`src/rtl/std_nbdcache_vd_pkg.sv`:
```
// Shared types and valid/dirty slice helpers for the nbdcache valid/dirty walker.
package std_nbdcache_vd_pkg;

    typedef enum logic [2:0] {
        ST_IDLE,
        ST_INIT_WR,
        ST_RD_REQ,
        ST_RD_WAIT,
        ST_SCAN,
        ST_CLR_WR,
        ST_DONE
    } walker_state_e;

    // Widest SRAM word the slice helpers accept; callers zero-extend into this.
    localparam int unsigned VD_MAX_W = 1024;

    function automatic logic vd_way_valid(input logic [VD_MAX_W-1:0] data,
                                          input int unsigned way,
                                          input int unsigned way_bits);
        logic [VD_MAX_W-1:0] slice;
        slice = data >> (way * way_bits);
        return slice[0];
    endfunction

    function automatic logic vd_way_dirty(input logic [VD_MAX_W-1:0] data,
                                          input int unsigned way,
                                          input int unsigned way_bits);
        logic [VD_MAX_W-1:0] slice;
        logic [VD_MAX_W-1:0] mask;
        slice = data >> (way * way_bits + 1);
        mask  = (VD_MAX_W'(1) << (way_bits - 1)) - VD_MAX_W'(1);
        return |(slice & mask);
    endfunction

endpackage

```
`src/rtl/std_nbdcache_vd_way_pick.sv`:
```
// Lowest-index priority encoder over the pending dirty-way mask.
module std_nbdcache_vd_way_pick
    import std_nbdcache_vd_pkg::*;
#(
    parameter  int unsigned NumWays = 8,
    localparam int unsigned WayIdxW = (NumWays > 1) ? $clog2(NumWays) : 1
) (
    input  logic [NumWays-1:0] pending,
    output logic [WayIdxW-1:0] way,
    output logic               empty
);

    always_comb begin
        way   = '0;
        empty = (pending == '0);
        // Scan downwards so the lowest set bit is the last one written.
        for (int i = NumWays - 1; i >= 0; i--) begin
            if (pending[i]) way = WayIdxW'(i);
        end
    end

endmodule

```
`src/rtl/std_nbdcache_vd_walker.sv`:
```
// Valid/dirty SRAM walker: invalidate-all (init) and flush-all with dirty-way writeback.
// Optional dirty-line statistics counter enabled by defining NBDCACHE_VD_WALKER_STATS_EN.
module std_nbdcache_vd_walker
    import std_nbdcache_vd_pkg::*;
#(
    parameter  int unsigned NumWords  = 1024,
    parameter  int unsigned DataWidth = 128,
    parameter  int unsigned ByteWidth = 8,
    parameter  int unsigned NumWays   = 8,
    localparam int unsigned AddrWidth = (NumWords > 1) ? $clog2(NumWords) : 1,
    localparam int unsigned WayIdxW   = (NumWays > 1) ? $clog2(NumWays) : 1,
    localparam int unsigned BeWidth   = DataWidth / ByteWidth
) (
    input  logic                 clk_i,
    input  logic                 rst_ni,
    input  logic                 init_i,
    input  logic                 flush_i,
    output logic                 busy_o,
    output logic                 done_o,
    output logic                 sram_req_o,
    input  logic                 sram_gnt_i,
    output logic                 sram_we_o,
    output logic [AddrWidth-1:0] sram_addr_o,
    output logic [DataWidth-1:0] sram_wdata_o,
    output logic [BeWidth-1:0]   sram_be_o,
    input  logic [DataWidth-1:0] sram_rdata_i,
    output logic                 wb_valid_o,
    input  logic                 wb_ready_i,
    output logic [AddrWidth-1:0] wb_set_o,
    output logic [WayIdxW-1:0]   wb_way_o,
    output logic [31:0]          dirty_cnt_o
);

    localparam int unsigned          WayBits = DataWidth / NumWays;
    localparam logic [AddrWidth-1:0] LastSet = AddrWidth'(NumWords - 1);

    walker_state_e        state_q;
    logic [AddrWidth-1:0] set_q;
    logic [NumWays-1:0]   pending_q;
    logic [NumWays-1:0]   pending_d;
    logic                 req_q;
    logic                 we_q;
    logic                 busy_q;
    logic                 done_q;
    logic [WayIdxW-1:0]   pick_way;
    logic                 pick_empty;
    logic                 last_set;
    logic                 wb_fire;

    assign last_set = (set_q == LastSet);

    // A way needs writeback only if it is both valid and has any dirty bit.
    always_comb begin
        pending_d = '0;
        for (int unsigned w = 0; w < NumWays; w++) begin
            pending_d[w] = vd_way_valid(VD_MAX_W'(sram_rdata_i), w, WayBits)
                         & vd_way_dirty(VD_MAX_W'(sram_rdata_i), w, WayBits);
        end
    end

    std_nbdcache_vd_way_pick #(
        .NumWays (NumWays)
    ) u_way_pick (
        .pending (pending_q),
        .way     (pick_way),
        .empty   (pick_empty)
    );

    assign wb_valid_o = (state_q == ST_SCAN) & ~pick_empty;
    assign wb_fire    = wb_valid_o & wb_ready_i;
    assign wb_set_o   = set_q;
    assign wb_way_o   = pick_way;

    always_ff @(posedge clk_i or negedge rst_ni) begin
        if (!rst_ni) begin
            state_q   <= ST_IDLE;
            set_q     <= '0;
            pending_q <= '0;
            req_q     <= 1'b0;
            we_q      <= 1'b0;
            busy_q    <= 1'b0;
            done_q    <= 1'b0;
        end else begin
            done_q <= 1'b0;
            unique case (state_q)
                ST_IDLE: begin
                    if (init_i) begin
                        state_q <= ST_INIT_WR;
                        set_q   <= '0;
                        req_q   <= 1'b1;
                        we_q    <= 1'b1;
                        busy_q  <= 1'b1;
                    end else if (flush_i) begin
                        state_q <= ST_RD_REQ;
                        set_q   <= '0;
                        req_q   <= 1'b1;
                        we_q    <= 1'b0;
                        busy_q  <= 1'b1;
                    end
                end
                ST_INIT_WR: begin
                    if (sram_gnt_i) begin
                        if (last_set) begin
                            state_q <= ST_DONE;
                            req_q   <= 1'b0;
                            we_q    <= 1'b0;
                            done_q  <= 1'b1;
                        end else begin
                            set_q <= set_q + AddrWidth'(1);
                        end
                    end
                end
                ST_RD_REQ: begin
                    if (sram_gnt_i) begin
                        state_q <= ST_RD_WAIT;
                        req_q   <= 1'b0;
                    end
                end
                ST_RD_WAIT: begin
                    pending_q <= pending_d;
                    state_q   <= ST_SCAN;
                end
                ST_SCAN: begin
                    if (pick_empty) begin
                        state_q <= ST_CLR_WR;
                        req_q   <= 1'b1;
                        we_q    <= 1'b1;
                    end else if (wb_ready_i) begin
                        pending_q[pick_way] <= 1'b0;
                    end
                end
                ST_CLR_WR: begin
                    if (sram_gnt_i) begin
                        we_q <= 1'b0;
                        if (last_set) begin
                            state_q <= ST_DONE;
                            req_q   <= 1'b0;
                            done_q  <= 1'b1;
                        end else begin
                            state_q <= ST_RD_REQ;
                            set_q   <= set_q + AddrWidth'(1);
                        end
                    end
                end
                ST_DONE: begin
                    state_q <= ST_IDLE;
                    busy_q  <= 1'b0;
                end
                default: begin
                    state_q <= ST_IDLE;
                    req_q   <= 1'b0;
                    we_q    <= 1'b0;
                    busy_q  <= 1'b0;
                end
            endcase
        end
    end

`ifdef NBDCACHE_VD_WALKER_STATS_EN
    logic [31:0] dirty_cnt_q;

    // Cleared when a flush is accepted; init walks leave the count alone.
    always_ff @(posedge clk_i or negedge rst_ni) begin
        if (!rst_ni) begin
            dirty_cnt_q <= '0;
        end else if ((state_q == ST_IDLE) && !init_i && flush_i) begin
            dirty_cnt_q <= '0;
        end else if (wb_fire && (dirty_cnt_q != '1)) begin
            dirty_cnt_q <= dirty_cnt_q + 32'd1;
        end
    end

    assign dirty_cnt_o = dirty_cnt_q;
`else
    assign dirty_cnt_o = '0;
`endif

    assign busy_o       = busy_q;
    assign done_o       = done_q;
    assign sram_req_o   = req_q;
    assign sram_we_o    = we_q;
    assign sram_addr_o  = set_q;
    assign sram_wdata_o = '0;
    assign sram_be_o    = {BeWidth{req_q}};

endmodule

```
`config.mk`:
```
export PLATFORM = sky130hd
export DESIGN_NAME = std_nbdcache_vd_walker
export DESIGN_NICKNAME = d
export VERILOG_FILES = /design/src/rtl/std_nbdcache_vd_pkg.sv /design/src/rtl/std_nbdcache_vd_way_pick.sv /design/src/rtl/std_nbdcache_vd_walker.sv
export SDC_FILE = /design/constraint.sdc
export NUM_CORES = 1
export LEC_CHECK = 0
export BUFFER_PORTS_ARGS = -buffer_cell sky130_fd_sc_hd__buf_2
export CAP_MARGIN = 20
export CELL_PAD_IN_SITES_DETAIL_PLACEMENT = 1
export CELL_PAD_IN_SITES_GLOBAL_PLACEMENT = 2
export CORE_AREA = 2 2 137 139
export DETAILED_ROUTE_END_ITERATION = 7
export DIE_AREA = 0 0 139 141
export GPL_TIMING_DRIVEN = 1
export PLACE_DENSITY = 0.95
export SYNTH_ARGS = -nofsm -noshare
export SYNTH_HDL_FRONTEND = slang
export SYNTH_SLANG_ARGS = --single-unit
```
`constraint.sdc`:
```
create_clock -name clk_i -period 3.15 [get_ports clk_i]
set_clock_uncertainty 0.05 [all_clocks]
set_input_delay 0.4725 -clock clk_i [delete_from_list [all_inputs] [get_ports clk_i]]
set_output_delay 0.4725 -clock clk_i [all_outputs]
set_load 0.01 [all_outputs]
```
; Yosys cells after proc, flatten, opt, wreduce, memory -nomap -nowiden
; Index checks and enable logic that the tools add are counted.
[word_totals]
register_bits = 25
latch_bits = 0
mem_bits_rw = 0
romBits = 0
output_inout_bits = 204
elab_cells = 107
n_memories = 0
[classes]
add_sub_neg = 1
multipliers = 0
n_div = 0
n_lt_le_gt_ge = 2
n_eq_ne = 18
n_shift = 0
n_mux = 41
bitwise = 15
reduce_logical = 23
[ops]
columns = operator, n
row1 = $reduce_or 15->1, 8
row2 = $mux 3, 16
row3 = $mux 10, 4
row4 = $pmux 10 s2, 1
row5 = $pmux 3 s6, 1
row6 = $reduce_and 6->1, 3
row7 = $mux 8, 2
row8 = $ne 2x2->1 const B, 8
row9 = $pmux 8 s2, 1
row10 = $mux 1, 12
row11 = $add 10x1->10 const B, 1
row12 = $eq 10x10->1 const B, 1
row13 = $pmux 1 s5, 2
row14 = $and 1x1->1, 9
row15 = $eq 3x3->1 const B, 3
row16 = $and 8x8->8, 1
row17 = $logic_not 8->1, 1
row18 = $not 8->8, 1
row19 = $eq 3x2->1 const B, 2
row20 = $reduce_or 5->1, 1
row21 = $lt 3x4->1 const B, 1
row22 = $ne 2x1->1 const B, 2
row23 = $not 1->1, 4
row24 = $reduce_and 4->1, 1
row25 = other kinds (12), 14

; Depth between registers and ports, before layout
; Gate-level depths: netlist (run 1).
[depth]
ltp_word = 17
mapped_depth = 6
mapped_depth_nobuf = 5

; By module
; A second synthesis (run 1) with hierarchy kept.
[hier_totals]
hier_cells = 403
hier_area_um2 = 3228.1
[modules_own_cells]
columns = mod, instances, cells_per_inst, area_per_inst_um2, seq_area_each_um2
row1 = std_nbdcache_vd_walker, 1, 389, 3141.8, 625.6
row2 = std_nbdcache_vd_way_pick, 1, 14, 86.3, 0.0

; Least setup slack after synthesis (run 1)
; Ideal clock, no wire load.
[synth_timing]
kind = reg-to-reg
from = register state_q[1]
to = register pending_q[7]
t_arrival_ps = 1669
t_required_ps = 2958
path_slack_ps = 1290
path_stages_with_launch = 7
n_path_buf = 1
period_less_slack_ps = 1860
cell_sequence = dfrtp_1 buf_4 or3b_2 a21o_1 inv_1 o22a_2 o221ai_1
[synth_between]
elab_chain_cells = 3
word_cells_on_any_way = 7
cone_classes = eq/ne (4) / mux (1) / reduce/logical (2)
[synth_lines]
columns = item, line_no
row1 = "start, declared", std_nbdcache_vd_walker.sv:37  ; walker_state_e state_q;
row2 = "start signal, assigned", std_nbdcache_vd_walker.sv:76  ; state_q <= ST_IDLE;
row3 = "start signal, assigned", std_nbdcache_vd_walker.sv:88  ; state_q <= ST_INIT_WR;
row4 = "start signal, assigned", std_nbdcache_vd_walker.sv:94  ; state_q <= ST_RD_REQ;
row5 = $eq 3x3->1 / $eq 3x2->1 (equally long branches), std_nbdcache_vd_walker.sv:85  ; unique case (state_q)
row6 = $ne 2x2->1 (no source line) / $reduce_bool 2->1 (equally long branches), n/a
row7 = $reduce_and 3->1 (no source line), n/a
row8 = "end signal, assigned", std_nbdcache_vd_walker.sv:120  ; pending_q <= pending_d;
row9 = "end, declared", std_nbdcache_vd_walker.sv:39  ; logic [NumWays-1:0] pending_q;
; Parallel ways exist; a longest one is shown, timed or not.
; A chain may end at the register's enable or synchronous reset.

; Worst setup path in the final report (run 1)
[layout_timing]
from = register state_q[1]
to = output port wb_valid_o
[layout_between]
elab_chain_cells = 2
[layout_lines]
columns = item, line_no
row1 = $eq 3x3->1, std_nbdcache_vd_walker.sv:69  ; assign wb_valid_o = (state_q == ST_SCAN) & ~pick_empty;
row2 = $and 1x1->1, std_nbdcache_vd_walker.sv:69
row3 = "end, declared", std_nbdcache_vd_walker.sv:27  ; output logic wb_valid_o,
; Every way passes these cells.

==> summary.txt, run 1 <==
Floorplan
  – Die ar.: 19600 sq um
  – Die width: between 100 and 150 microns
  – Row cnt: 50
  – Core region area: 18300 sq um
  – Io pins: between 300 and 400
  – Initial core utilization: between 10% and 20%
  – Die Y: 141 microns

Synth
  – Post-Syn Area: about 3200 sq um
  – Async set or reset register ratio after synthesis: 100%
  – Number of synthesized flops with an enable pin: 0
  – Cell variety after synth: 52
  – Dominant cell type by area after synthesis: buf_4
  – Warnings, synthesis: 0
  – Sequential share of the synthesized area: approximately 19%
  – Post-Syn Area per Cell: just over 8 sq um
  – Most numerous cell in the Yosys netlist: buf_4
  – Post-Syn Instances: 399
  – Yosys top cell area share: between 40% and 50%
  – Most used flip-flop cell after synthesis: dfrtp_1
  – Synth top cells by count: buf_4 (187), nor4_1 (32), dfrtp_1 (25), nand2_1 (15), inv_1 (13)
  – Top post-synthesis cells by area: buf_4 (44%), dfrtp_1 (19%), nor4_1 (6.2%)
  – Seq cells post-synth: 25

Pwr
  – Flop pwr share: between 30% and 40%
  – Clock power frac: between 10% and 20%
  – Net Sw Frac: between 40% and 50%
  – Lkg Pwr: ~1.9 nW
  – Power Total: slightly below 0.002 W
  – P per Cell Area: between 500 and 600 nW/um^2
  – Worst IR Drop VDD: approximately 320 uV
  – Comb power frac: a little over half
  – Psw: 0.000950 W
  – Internal Power: around 0.0010 W

Setup path
  – Worst reg2reg path startpoint: state_q[1]
  – R2R depth: 5
  – Max incr delay on CP: about 600 ps
  – Crit Path Category: flop to output pin
  – FF-to-FF End: pending_q[7]
  – Worst reg-to-reg setup slack: ~1000 ps
  – Top Family by Delay on Critical Path: simple AND/OR/NAND/NOR gates
  – Required time worst endpoint: between 2000 and 3000 ps
  – CP Max Fanout: 20
  – Crit path max-delay cell type: or3b_2
  – Worst setup SP type: flop
  – Crit-path cells: or3b_2 > a21o_1 > inv_1 > buf_2
  – Crit path DAT: 1960 ps
  – Critical path depth: 4
  – Critical Path Sink Type: output pin
  – Critical path buffers and inverters: 2
  – CP startpoint: state_q[1]

Clock network
  – H-tree lvl count: 1
  – Post-CTS Hold Buffers: 0
  – Clock Sinks: 25
  – TritonCTS clock tree: yes
  – Inserted Clock Buffers: 3
  – Clock root cell: clkbuf_16
  – Clk buf depth: 2
  – Clock latency at the later pin of the worst-skew pair: 260 ps
  – Post-CTS Setup Inserts: 0
  – Post_cts resized: 0
  – Reg clk slew, reported paths: approximately 70 ps

Flow run
  – Max-Cap Viols: 0

Route
  – Residual DRC: 0
  – Post-Route WL: ~9400 microns
  – DRT Pass-1 Iters: 4
  – Vias per cell: approximately 3.6
  – Starting DRC count in detailed routing: around 140
  – Antenna-violating nets left: 0
  – Via count: between 2000 and 3000
  – Average wire per standard cell: ~12 microns

Placement
  – # port buffers: 177
  – Placed cells: roughly 770
  – Final GP Congestion: between 0.7 and 0.8
  – Post-DP HPWL: a little over 8000 microns

Global route
  – Largest net degree at the start of global routing: 26
  – GRT overflow: 0
  – GRT Util Overall: around 8.7%
  – First-pass GRT wire length: 14200 microns
  – Initial antenna violation count: 0
  – Vias in the first global route: 2643

Finish
  – Layout Cells excl Fill: roughly 800
  – Antenna cell count: 0
  – Layout area overhead: 12.0%
  – Net count, final: 679
  – Core Util, Final: about a fifth
  – Layout cells sized above 1: around a third

Status
  – Outcome: complete, no violations

Timing
  – Worst-Margin Slew: roughly 670 ps
  – RSZ-0062 raised after global routing: no
  – Fin crit period: ~2500 ps
  – Final setup fails: 0
  – Final setup TNS: 0 ps
  – Final period util: roughly four fifths
  – Fmax: 403 MHz
  – Max Slew Vio Count: 0
  – Max-slew headroom: between 50% and 60%
  – Final Hold Fails: 0
  – Final hold slack: ~150 ps

Min path
  – Hold WC Path Type: primary input to async pin
==> cells by family (layout without fill, tap and decap cells) <==
| group | after synthesis | after routing | share of synthesized area [%] |
|---|---|---|---|
| multiplexers | 6 | 6 | 1.94 |
| AO/OA/AOI/OAI | 48 | 48 | 10.5 |
| other | 1 | 160 | 0.117 |
| AND/OR/NAND/NOR | 109 | 109 | 20.4 |
| flip-flops | 25 | 25 | 19.4 |
| buffers and inverters | 209 | 194 | 47.2 |
| adder cells (fa/ha/maj) | 1 | 1 | 0.389 |
==> worst max path at each step <==
stage	end
after floorplan	pending_q[7]
after global placement	wb_valid_o
after detailed placement	wb_valid_o
after CTS	wb_valid_o
after global routing	wb_valid_o
final	wb_valid_o
==> cell type report <==
type	count	area [sq um]
flip-flops and latches	25	626
clock buffers	3	75.1
repair buffers	177	886
well taps	234	293
inverters	13	48.8
fillers	2313	14700
multi-input cells	324	1670
clock inverters	1	5.00
==> stage by stage <==
step | worst slack, ps | area (sq um)
finish | 668 | 3600
global route | 572 | 3600
CTS | 669 | 3600
detailed placement | 969 | 3520
global placement | 990 | 3520
floorplan | 1290 | 3810
==> state kept, by name (all words and copies together) (netlist names) <==
name	count
done_o	1
pending_q	8
sram_addr_o	10
sram_req_o	1
sram_we_o	1
busy_o	1
state_q	3
==> cell usage in the layout (no fill, tap or decap), types with 6 or more instances in the layout <==
cell type and instances:
nand4_1 9, o211ai_1 6, inv_1 13, nand2b_1 6
dfrtp_1 25, conb_1 160, nand3_1 10, nor2_1 6
a21oi_1 7, nor4_1 32, buf_2 177, nor3_1 12
nand2_1 15, o21ai_0 8
==> layer usage <==
metal | GRT usage, % | vias to the layer above | part of all wire [%]
li1 | - | 1346 | -
met1 | 11.8 | 1314 | 43
met2 | 15.0 | 164 | 49
met3 | 0.985 | 4 | 7.2
met4 | 1.75 | 0 | 0.61
met5 | 0 | - | 0
==> power by group through the flow <==
stage	sequential (W)	combinational (W)	clock [W]
global placement	0.000618	0.00106	0
global route	0.000657	0.00120	0.000313
detailed placement	0.000625	0.00107	0
finish	0.000622	0.00107	0.000287
floorplan	0.000566	0.00104	0
CTS	0.000623	0.00108	0.000298
(Power assumes the default switching activity.)
==> run 2: changes to the inputs <==
--- a/config.mk
+++ b/config.mk
@@ -9,11 +9,11 @@
 export CAP_MARGIN = 20
 export CELL_PAD_IN_SITES_DETAIL_PLACEMENT = 1
 export CELL_PAD_IN_SITES_GLOBAL_PLACEMENT = 2
-export CORE_AREA = 2 2 137 139
+export CORE_AREA = 2 2 141 143
 export DETAILED_ROUTE_END_ITERATION = 7
-export DIE_AREA = 0 0 139 141
+export DIE_AREA = 0 0 143 145
 export GPL_TIMING_DRIVEN = 1
-export PLACE_DENSITY = 0.95
+export PLACE_DENSITY = 0.93
 export SYNTH_ARGS = -nofsm -noshare
 export SYNTH_HDL_FRONTEND = slang
 export SYNTH_SLANG_ARGS = --single-unit
==> constraint.sdc (replaced) <==
create_clock -name clk_i -period 2.5 [get_ports clk_i]
set_clock_uncertainty 0.05 [all_clocks]
set_input_delay 0.375 -clock clk_i [delete_from_list [all_inputs] [get_ports clk_i]]
set_output_delay 0.375 -clock clk_i [all_outputs]
set_load 0.01 [all_outputs]
==> run 2 against run 1 <==
Compared with the run above:
- worst hold slack got worse by 100 ps
- core utilization down 0.71 points
- flip-flop and latch count unchanged
- die area up 5.8%
- non-clock buffer count increased by 1
- sequential power is 25% higher
- combinational power rose by 28%
- critical path depth unchanged
- sequential share of layout area fell by 0.23 points
- via count is 0.60% higher
- largest power group unchanged
- register-to-register slack worse by 590 ps
==> summary.txt, run 2 (synthesized netlist as in run 1, its figures left out) <==
Finish
  – Layout area overhead: 13.5%
  – Antenna cell count: 0
  – Multi-input gate area: roughly 1700 sq um
  – # fillers: roughly 2400
  – Most common cell after layout, fill and taps aside: buf_2
  – Layout Cells excl Fill: 809
  – Layout cells sized above 1: 35.3%
  – Register area: ~630 sq um
  – Max reg flops: 10
  – Most frequent cells in the layout: buf_2 (177), conb_1 (160), nor4_1 (32)
  – Net count, final: 680

Pwr
  – Lkg Pwr: about 1.9 nW
  – P per Cell Area: around 700 nW/um^2
  – Worst IR Drop VDD: 234 uV

Placement
  – Final GP Congestion: 0.788
  – # port buffers: roughly 180
  – Post-DP HPWL: 8450 microns
  – Placed cells: around 810

Timing
  – Final Hold Fails: 0
  – Fmax: between 400 and 500 MHz
  – Max Slew Vio Count: 0
  – Max-slew headroom: between 50% and 60%
  – Final setup TNS: 0 ps
  – RSZ-0062 raised after global routing: no
  – Final setup fails: 0
  – Fin crit period: 2320 ps
  – Final period util: 92.7%
  – Worst-Margin Slew: roughly 670 ps

Route
  – Vias per cell: 3.52
  – Antenna-violating nets left: 0
  – Via count: about 2800
  – Post-Route WL: ~9700 microns
  – Residual DRC: 0
  – Average wire per standard cell: 12.0 microns
  – DRT Pass-1 Iters: 4
  – Starting DRC count in detailed routing: 100

Clock network
  – Inserted Clock Buffers: 3
  – Clk buf depth: 2
  – Post-CTS Setup Inserts: 0
  – Clock latency at the later pin of the worst-skew pair: between 200 and 300 ps
  – Clock Sinks: 25
  – Post_cts resized: 0
  – Clock root cell: clkbuf_16
  – Reg clk slew, reported paths: around 70 ps
  – TritonCTS clock tree: yes
  – Post-CTS Hold Buffers: 0
  – H-tree lvl count: 1

Setup path
  – Crit Path Category: flop to output pin
  – Required time worst endpoint: 2080 ps
  – Crit path DAT: approximately 1900 ps
  – Critical Path Sink Type: output pin
  – CP Max Fanout: 14
  – Worst setup SP type: flop

Floorplan
  – Io pins: around 340
  – Die width: about 140 microns
  – Core region area: a little under 20000 sq um
  – Die Y: roughly 150 microns
  – Initial core utilization: between 10% and 20%
  – Die ar.: just over 20000 sq um
  – Row cnt: 51

Global route
  – Vias in the first global route: ~2600
  – First-pass GRT wire length: around 14000 microns
  – Largest net degree at the start of global routing: 26
  – GRT Util Overall: 8.37%
  – Initial antenna violation count: 0
  – GRT overflow: 0

Flow run
  – Max-Cap Viols: 0

Status
  – Outcome: complete, no violations

Min path
  – Hold WC Path Type: primary input to async pin
## run 2: final timing paths
check	from	end	cells after the start	slack, ps
max	state_q[1]	wb_valid_o	4	180
min	rst_ni	sram_addr_o[2]	1	50
max reg2reg	state_q[1]	pending_q[7]	5	450
min reg2reg	busy_o	busy_o	2	440
max in group asynchronous	rst_ni	pending_q[4]	1	1960
min in group clk_i	sram_rdata_i[96]	pending_q[6]	3	300
## run 2: layout make-up
class / instances / share of cell area, %
timing repair buffer: 178 / 24.5
multi-input combinational: 324 / 45.7
inverter: 13 / 1.34
tap: 265 / 9.08
sequential: 25 / 17.1
clock buffer: 3 / 2.06
clock inverter: 1 / 0.206
## run 2: per-layer routing
metal  global-route usage, %  vias up  wire length [microns]
met5                       0        -                      0
met4                    2.03        0                     82
met3                   0.363        5                    815
met2                    15.1      174                   4750
met1                    10.8     1318                   4020
li1                        -     1348                      -
## run 2: through the flow
stage	power, W	hold slack (ps)	utilization [%]	instance area, sq um	setup slack (ps)
after floorplan	0.00202	29.4	-	3810	640
after global placement	0.00213	367	18.6	3570	516
after detailed placement	0.00216	365	18.6	3570	464
after CTS	0.00254	76.4	19.0	3650	167
after global routing	0.00272	92.1	19.0	3650	96.4
final	0.00252	48.9	19.0	3650	183
## run 2: worst max-delay path, stage by stage (launching register included)
cell and delay, ps:
dfrtp_1 510, or3b_2 570, a21o_1 220, inv_1 160, buf_2 160
## run 2: power by group
group	total, W	internal, W	switching, W
clock	0.000368	0.000218	0.000151
sequential	0.000779	0.000542	0.000237
combinational	0.00137	0.000547	0.000827
total	0.00252	0.00131	0.00121
==> run 3: changes to the inputs <==
--- a/config.mk
+++ b/config.mk
@@ -13,7 +13,9 @@
 export DETAILED_ROUTE_END_ITERATION = 7
 export DIE_AREA = 0 0 143 145
 export GPL_TIMING_DRIVEN = 1
-export PLACE_DENSITY = 0.93
+export PLACE_DENSITY = 0.94
+export SLEW_MARGIN = 20
 export SYNTH_ARGS = -nofsm -noshare
 export SYNTH_HDL_FRONTEND = slang
+export SYNTH_HIERARCHICAL = 1
 export SYNTH_SLANG_ARGS = --single-unit
==> run 3 against run 2 <==
Compared with the run above:
- die area stayed put
- critical endpoint unchanged
- largest power group unchanged
- worst hold slack better by 3.9 ps
- maximum frequency is 4.8% higher
==> summary.txt, run 3 <==
Global route
  – GRT overflow: 0
  – Vias in the first global route: 2674
  – First-pass GRT wire length: approximately 14000 microns
  – Gr busiest metal: met2
  – Largest net degree at the start of global routing: 26
  – Initial antenna violation count: 0
  – GRT Util Overall: roughly 8.1%
  – Met2 GRT Util: 14.9%
  – Met3 Use GR: 0.627%
  – Grt met1 use: approximately 9.7%

Timing
  – Final setup fails: 0
  – Worst-Margin Slew: about 600 ps
  – Max-slew headroom: roughly three fifths
  – Final period util: between 80% and 90%
  – Final Hold Fails: 0
  – Max Slew Vio Count: 0
  – Fin crit period: roughly 2200 ps
  – RSZ-0062 raised after global routing: no
  – Fmax: between 400 and 500 MHz
  – Final setup TNS: 0 ps

Finish
  – Fin area: about 3700 sq um
  – Layout Cells excl Fill: 814
  – Max reg flops: 10
  – Most frequent cells in the layout: buf_2 (177), conb_1 (160), nor4_1 (26)
  – # fillers: 2375
  – Layout area overhead: 14.5%
  – Antenna cell count: 0
  – Layout cells sized above 1: between 30% and 40%
  – Most common cell after layout, fill and taps aside: buf_2
  – Net count, final: approximately 690

Synth
  – Most numerous cell in the Yosys netlist: buf_4
  – Sequential share of the synthesized area: approximately 19%
  – Post-Syn Area: 3230 sq um
  – Cell variety after synth: 52
  – Number of synthesized flops with an enable pin: 0
  – Seq cells post-synth: 25
  – Top post-synthesis cells by area: buf_4 (43%), dfrtp_1 (19%), nor4_1 (5.0%)
  – Dominant cell type by area after synthesis: buf_4
  – Synth top cells by count: buf_4 (187), nor4_1 (26), dfrtp_1 (25), nor2_1 (15)
  – Yosys top cell area share: between 40% and 50%
  – Post-Syn Instances: between 400 and 500
  – Post-Syn Area per Cell: approximately 8.0 sq um
  – Most used flip-flop cell after synthesis: dfrtp_1
  – Warnings, synthesis: 6
  – Async set or reset register ratio after synthesis: between 90% and 100%

Placement
  – Placed cells: around 800
  – # port buffers: approximately 180
  – Post-DP HPWL: 7900 microns
  – Placement Cell Area: 3610 sq um
  – Final GP Congestion: 0.779

Route
  – Average wire per standard cell: 11.3 microns
  – Starting DRC count in detailed routing: 53
  – Antenna-violating nets left: 0
  – Residual DRC: 0
  – DRT Pass-1 Iters: 3
  – Vias per cell: about 3.5
  – Post-Route WL: 9190 microns
  – Via count: about 2900

Min path
  – Hold WC Path Type: primary input to async pin

Clock network
  – Inserted Clock Buffers: 3
  – Clock latency at the later pin of the worst-skew pair: ~270 ps
  – Post-CTS Setup Inserts: 0
  – Reg clk slew, reported paths: ~70 ps
  – Post_cts resized: 0
  – TritonCTS clock tree: yes
  – Clock Sinks: 25
  – Clk buf depth: 2
  – Post-CTS Hold Buffers: 0
  – H-tree lvl count: 1
  – Clock root cell: clkbuf_16

Pwr
  – P per Cell Area: between 700 and 800 nW/um^2
  – Worst IR Drop VDD: about 230 uV
  – Net Sw Frac: between 40% and 50%
  – Psw: 0.00139 W
  – Lkg Pwr: between 1.5 and 2 nW
  – Internal Power: approximately 0.0014 W
  – Flop pwr share: between 20% and 30%
  – Comb power frac: 58.6%
  – Clock power frac: a little over an eighth
  – Power Total: 0.00283 W

Setup path
  – CP Max Fanout: 19
  – Crit Path Category: flop to output pin
  – Crit path DAT: ~1800 ps
  – Max incr delay on CP: around 640 ps
  – Critical Path Sink Type: output pin
  – Crit path max-delay cell type: or3b_1
  – Critical path buffers and inverters: 1
  – Crit-path cells: or3b_1 > nor2_1 > buf_2
  – Top Family by Delay on Critical Path: simple AND/OR/NAND/NOR gates
  – Worst reg-to-reg setup slack: about 500 ps
  – Worst setup SP type: flop
  – Required time worst endpoint: 2080 ps

Floorplan
  – Core region area: 19200 sq um
  – Initial core utilization: between 15 and 20%
  – Io pins: roughly 340
  – Die ar.: just over 20000 sq um
  – Die width: about 140 microns
  – Die Y: about 150 microns
  – Row cnt: roughly 50

Flow run
  – Max-Cap Viols: 0

Status
  – Outcome: complete, no violations
run 3: changes by cell type after synthesis, moves of 4 or more:
cell | before | now
inv_1 | 13 | 2
o21ai_1 | 0 | 11
nor2_1 | 6 | 15
a32o_1 | 0 | 8
nand3_1 | 10 | 4
nor4_1 | 32 | 26
a21oi_1 | 7 | 11
and4_1 | 0 | 4
buf_6 | 4 | 0
o211ai_1 | 6 | 2
run 3: through the flow:
| stage | hold slack [ps] | setup WS (ps) | utilization, % |
|---|---|---|---|
| floorplan | 29.4 | 720 | - |
| global placement | 365 | 573 | 18.8 |
| detailed placement | 371 | 529 | 18.8 |
| CTS | 82.0 | 287 | 19.2 |
| global route | 93.9 | 209 | 19.2 |
| finish | 52.8 | 290 | 19.2 |
run 3: path summary, 6_finish.rpt:
kind                            startpoint        endpoint  depth (start not counted)
min in group clk_i         sram_rdata_i[0]    pending_q[0]                          2
max in group asynchronous           rst_ni    pending_q[2]                          1
max                             state_q[0]      wb_valid_o                          3
min reg2reg                         busy_o          busy_o                          2
max reg2reg                     state_q[0]  sram_addr_o[3]                          4
min                                 rst_ni  sram_addr_o[6]                          1
run 3: worst register-to-register path, cell delays in order (launching register included):
cell      delay [ps]
dfrtp_1          700
nand3b_1         220
a21boi_4         240
or4_1            540
a21oi_1          180
run 3: area by class of cell:
| type | instances | area (sq um) | area share, % |
|---|---|---|---|
| Multi-Input combinational cell | 340 | 1760 | 47.5 |
| Clock buffer | 3 | 75.1 | 2.03 |
| Inverter | 2 | 7.51 | 0.203 |
| Sequential cell | 25 | 626 | 16.9 |
| Tap cell | 265 | 332 | 8.97 |
| Timing Repair Buffer | 178 | 893 | 24.2 |
| Clock inverter | 1 | 7.51 | 0.203 |
run 3: logic make-up after synthesis:
kind of cell	synth area share, %
buffers and inverters	44.7
adders and majority gates	0.388
AOI/OAI and AO/OA	14.1
muxes	0.310
DFF	19.4
and+or+nand+nor	21.0
other	0.116
run 3: metal layers:
layer,vias up,routed length (microns)
met2,158,4760
met4,0,129
met1,1331,3590
met5,-,0
li1,1376,-
met3,9,722
run 3: power by group through the flow:
stage / Sequential [W] / Clock, W / Combinational, W
finish: 0.000797 / 0.000374 / 0.00166
CTS: 0.000804 / 0.000384 / 0.00167
global placement: 0.000795 / 0 / 0.00164
floorplan: 0.000719 / 0 / 0.00152
global route: 0.000844 / 0.000403 / 0.00184
detailed placement: 0.000812 / 0 / 0.00166
